File: src/rtl/serial_result_writer.sv
// Write-back stage: buffers accumulator results and writes them to the shared 64x8 memory.
// Optional build macro SERIAL_RESULT_WRITER_SATURATE_EN stores 8'hFF for results above 8 bits.
module serial_result_writer #(
  parameter int unsigned ACC_W      = 16,
  parameter int unsigned FIFO_DEPTH = 2
) (
  input  logic             clk,
  input  logic             rst,
  input  logic             en,
  input  logic [7:0]       result_baseaddr,
  input  logic [7:0]       num_results,
  input  logic [ACC_W-1:0] acc_in,
  input  logic             acc_valid,
  output logic             acc_ready,
  output logic             mem_req,
  input  logic             mem_gnt,
  output logic             we,
  output logic [5:0]       addr,
  output logic [7:0]       d,
  output logic             is_done_o,
  output logic             overflow_o
);

  localparam int unsigned PTR_W = (FIFO_DEPTH > 1) ? $clog2(FIFO_DEPTH) : 1;
  localparam int unsigned CNT_W = PTR_W + 1;

  localparam logic [1:0] S_IDLE = 2'd0;
  localparam logic [1:0] S_RUN  = 2'd1;
  localparam logic [1:0] S_DONE = 2'd2;

  logic [1:0]       r_state;
  logic [1:0]       w_state_nxt;
  logic [7:0]       r_base;
  logic [7:0]       r_num;
  logic [7:0]       r_index;
  logic [7:0]       r_mem [FIFO_DEPTH];
  logic [PTR_W-1:0] r_wr_ptr;
  logic [PTR_W-1:0] r_rd_ptr;
  logic [CNT_W-1:0] r_count;
  logic             r_is_done;
  logic             r_overflow;

  logic       w_run;
  logic       w_full;
  logic       w_empty;
  logic       w_push;
  logic       w_last;
  logic [7:0] w_push_data;
  logic [7:0] w_index_inc;
  logic [7:0] w_addr_sum;
  logic       w_unused;

  assign w_run       = (r_state == S_RUN);
  assign w_full      = (r_count == CNT_W'(FIFO_DEPTH));
  assign w_empty     = (r_count == '0);
  assign acc_ready   = w_run & ~w_full;
  assign mem_req     = w_run & ~w_empty;
  assign we          = mem_req & mem_gnt;
  assign w_push      = acc_valid & acc_ready;
  assign w_index_inc = r_index + 8'd1;
  assign w_last      = we & (w_index_inc == r_num);
  assign w_addr_sum  = r_base + r_index;
  assign addr        = w_addr_sum[5:0];
  assign d           = r_mem[r_rd_ptr];
  assign is_done_o   = r_is_done;
  assign overflow_o  = r_overflow;
  assign w_unused    = ^{w_addr_sum[7:6], acc_in[ACC_W-1:8]};

  // Value captured into the buffer at push time
  always_comb begin
    w_push_data = acc_in[7:0];
`ifdef SERIAL_RESULT_WRITER_SATURATE_EN
    if (acc_in[ACC_W-1:8] != '0) w_push_data = 8'hFF;
`endif
  end

  always_comb begin
    w_state_nxt = r_state;
    case (r_state)
      S_IDLE:  if (en) w_state_nxt = (num_results == 8'd0) ? S_DONE : S_RUN;
      S_RUN:   if (w_last) w_state_nxt = S_DONE;
      S_DONE:  w_state_nxt = S_IDLE;
      default: w_state_nxt = S_IDLE;
    endcase
  end

  always_ff @(posedge clk) begin
    if (rst) r_state <= S_IDLE;
    else     r_state <= w_state_nxt;
  end

  // Run registers, result buffer and status flags; the buffer is flushed on the final write
  always_ff @(posedge clk) begin
    if (rst) begin
      r_base     <= '0;
      r_num      <= '0;
      r_index    <= '0;
      r_wr_ptr   <= '0;
      r_rd_ptr   <= '0;
      r_count    <= '0;
      r_is_done  <= 1'b0;
      r_overflow <= 1'b0;
      for (int i = 0; i < int'(FIFO_DEPTH); i++) r_mem[i] <= '0;
    end else begin
      r_is_done <= (r_state == S_DONE);

      if ((r_state == S_IDLE) && en) begin
        r_base     <= result_baseaddr;
        r_num      <= num_results;
        r_index    <= '0;
        r_overflow <= 1'b0;
      end else if (we) begin
        r_index <= w_index_inc;
      end

      if (w_run && acc_valid && !acc_ready) r_overflow <= 1'b1;

      if (w_push) r_mem[r_wr_ptr] <= w_push_data;

      if (w_last) begin
        r_wr_ptr <= '0;
        r_rd_ptr <= '0;
        r_count  <= '0;
      end else begin
        if (w_push) r_wr_ptr <= r_wr_ptr + PTR_W'(1);
        if (we)     r_rd_ptr <= r_rd_ptr + PTR_W'(1);
        case ({w_push, we})
          2'b10:   r_count <= r_count + CNT_W'(1);
          2'b01:   r_count <= r_count - CNT_W'(1);
          default: r_count <= r_count;
        endcase
      end
    end
  end

endmodule

File: config.mk
export PLATFORM = sky130hd
export DESIGN_NAME = serial_result_writer
export DESIGN_NICKNAME = d
export VERILOG_FILES = /design/src/rtl/serial_result_writer.sv
export SDC_FILE = /design/constraint.sdc
export NUM_CORES = 1
export LEC_CHECK = 0
export ABC_AREA = 1
export BUFFER_PORTS_ARGS = -buffer_cell sky130_fd_sc_hd__buf_2
export CORE_MARGIN = 5
export CORE_UTILIZATION = 52
export CTS_BUF_LIST = sky130_fd_sc_hd__clkbuf_8
export DETAILED_ROUTE_END_ITERATION = 12
export PLACE_DENSITY = 0.75
export SYNTH_ARGS = -nofsm -noshare
export SYNTH_HDL_FRONTEND = slang
export SYNTH_SLANG_ARGS = --single-unit
File: constraint.sdc
create_clock -name clk -period 2.1 [get_ports clk]
set_input_delay 0.315 -clock clk [delete_from_list [all_inputs] [get_ports clk]]
set_output_delay 0.315 -clock clk [all_outputs]
set_load 0.01 [all_outputs]
==> impl_metrics.json <==
{
  "outcome": "finished, final reports clean",
  "area_growth_pct": 20.8,
  "critical_path_required_ns": 1.78,
  "port_buffers": 45,
  "num_vias": 2031,
  "syn_area_per_cell_um2": 8.10,
  "die_h_um": 77.8,
  "critPathLaunchType": "flop",
  "diodes": 0,
  "core-area_mm2": 0.00441,
  "fp.dieW_um": 77.8,
  "p_int_mw": 1.58,
  "cp.arrival_ns": 1.72,
  "rows": 24,
  "seqPwrFrac_pct": 49.4,
  "min_period_ns": 2.04,
  "combPwrFrac_pct": 12.9,
  "critPathCaptureType": "primary output",
  "grt_use_met1_pct": 20.5,
  "htree_levels": 2,
  "antenna_found_initial": 0,
  "clock-sinks": 47,
  "yosys_warnings": 0,
  "drv_cap": 0,
  "remaining_drc_errors": 0,
  "dieArea_mm2": 0.00605,
  "yosysTopAreaCell": "dfxtp_1",
  "skew_ns": 0.00417,
  "grt_use_met3_pct": 3.82,
  "yosysTopAreaCellShare_pct": 26.0,
  "grt.busiest_layer": "met2",
  "ys_ff_latch": 47,
  "yosysSeqAreaShare_pct": 46.1,
  "rsz0062_at_grt": "yes",
  "use_met2_pct": 29.9,
  "final_common_cell": "nor2_1",
  "io_pins": 56,
  "dp.cells": 391,
  "hp-class": "in2reg",
  "place_ws_ns": 0.234,
  "critical_path_class": "reg2out",
  "synthMuxAreaShare_pct": 3.77,
  "power_frac_clock_pct": 37.7,
  "dr.first_iter.drc_count": 91,
  "power_leakage_nw": 1.32,
  "synth_nets": 340,
  "grt_pass1_vias": 2044,
  "yosys.area_share.simple_pct": 23.4,
  "fin_ws_ns": 0.0614,
  "cts_tree": "built",
  "synth.cell_area_mm2": 0.00239,
  "setup_viol": 0,
  "start_util_pct": 54.1,
  "overflow": 0,
  "p_switching_uw": 490,
  "relSlewSlack_pct": 73.5,
  "power_density_mw_per_mm2": 715,
  "synthTopCellsByArea": "dfxtp_1 (26%), edfxtp_1 (20%), nor2_1 (7.7%), nand2_1 (6.6%), inv_1 (5.8%)",
  "layout_common_cells": "nor2_1 (49), buf_2 (45), nand2_1 (41)",
  "drive_above_1_share_pct": 27.6,
  "synth_top_family_by_area": "simple AND/OR/NAND/NOR gates",
  "grt_max_degree": 23,
  "cts_buffers": 5,
  "clock-root-buffer": "clkbuf_8",
  "dr.pass1.iters": 5,
  "synth_compound_area_share_pct": 11.4,
  "post_drt_wl_per_cell_um": 12.4,
  "synth.distinct_cells": 30,
  "hold_depth": 2,
  "cts.path.max_buffers": 2,
  "grt_pass1_wl_mm": 8.51,
  "netlist_instances": 295,
  "rr_worst_depth": 10,
  "period_share_pct": 97.1,
  "cp_max_fo": 4,
  "place_hpwl_mm": 3.57,
  "synth_xor_area_share_pct": 3.30,
  "maxSlewViolCount": 0,
  "ir_drop_mv": 0.611,
  "clk_latency_ns": 0.29,
  "routed_wl_mm": 4.95,
  "worst_slew_pin_slew_ns": 0.397,
  "ant_nets": 0,
  "final_nets": 392,
  "final_hold_viol_count": 0,
  "gp_congestion": 0.802,
  "grtUsageTotal_pct": 17.0,
  "power_switching_share_pct": 23.7,
  "clkSlewWorstSetupHoldPaths_ns": 0.09,
  "vias_per_cell": 5.08,
  "final_cells": 400,
  "fmax_mhz": 491,
  "synth_fa_ha_area_share_pct": 4.50
}
[through the flow]
step / instance area (um^2) / hold WS [ns] / setup TNS (ns) / total power [mW] / utilization [%]
6_report: 2890 / 0.261 / 0 / 2.07 / 65.4
5_1_grt: 2890 / 0.253 / -0.0587 / 2.16 / 65.4
4_1_cts: 2840 / 0.244 / 0 / 2.09 / 64.4
3_5_place_dp: 2690 / 0.450 / 0 / 1.30 / 61.0
3_3_place_gp: 2690 / 0.444 / 0 / 1.30 / 61.0
2_1_floorplan: 2390 / 0.384 / 0 / 1.21 / -
[worst max-delay path, stage by stage, from the launching register on]
cell and delay [ns]:
dfxtp_2 0.35, ha_4 0.25, a21oi_2 0.13, nand2_2 0.10, a21oi_2 0.14, nor2_1 0.06
nor2_1 0.12, xor2_1 0.14, buf_2 0.14
[area by class of cell]
type	count	area [um^2]
repair buffers	52	278
well taps	52	65.1
multi-input cells	201	1150
inverters	40	150
clock buffers	5	68.8
fillers	391	1530
flip-flops and latches	47	1110
clock inverters	3	67.6
[synthesized netlist by cell type, drive strengths merged]
library cell  number
a21oi             20
dfxtp             31
fa                 1
mux2               8
ha                 7
nand4              1
o211ai             1
xor2               6
nor3               1
nand3             22
clkbuf             4
buf                3
xnor2              3
or2                1
o21ai             25
nand2             46
inv               40
nor2              54
o2111ai            1
a31oi              3
o31ai              1
edfxtp            16
[cell families after synthesis]
group                      count (synthesis)
xor gates and xnor gates                   9
buffers and inverters                     47
muxes                                      8
DFF                                       47
adders and majority gates                  8
and+or+nand+nor                          125
AOI/OAI and AO/OA                         51
[power by group through the flow]
stage	Combinational [mW]	Clock [mW]	Sequential, mW
final	0.267	0.778	1.02
after global routing	0.305	0.831	1.03
after CTS	0.266	0.801	1.02
after detailed placement	0.262	0	1.04
after global placement	0.257	0	1.04
after floorplan	0.176	0	1.03
[state kept, by name (all words and copies together), names as in the netlist, named ones only]
| register | flops |
|---|---|
| is_done_o | 1 |
| r_count | 2 |
| r_base | 6 |
| r_state | 2 |
| r_index | 8 |
| r_wr_ptr | 1 |
| r_num | 8 |
| r_rd_ptr | 1 |
| overflow_o | 1 |
| r_mem | 16 |
[path summary, 6_finish.rpt]
check	slack, ns	startpoint	end
setup / recovery	0.06	r_base[2]	addr[5]
hold / removal	0.26	rst	r_state[0]
setup reg to reg	0.27	r_state[0]	r_count[1]
hold reg to reg	0.46	overflow_o	overflow_o
[per-layer routing]
metal / wire, um / part of all wire, %
met4: 61 / 1.2
met2: 2430 / 49
met5: 0 / 0
met1: 2260 / 46
met3: 200 / 4.0
[timing repair]
item                                   CTS  global route
resized for setup                        3            12
hold buffers                             0             0
setup endpoints to repair                2             2
setup buffers                            0             1
pin swaps                                0             4
endpoints found under the hold margin    0             0
Note: power is estimated with default switching activity, not from simulation.
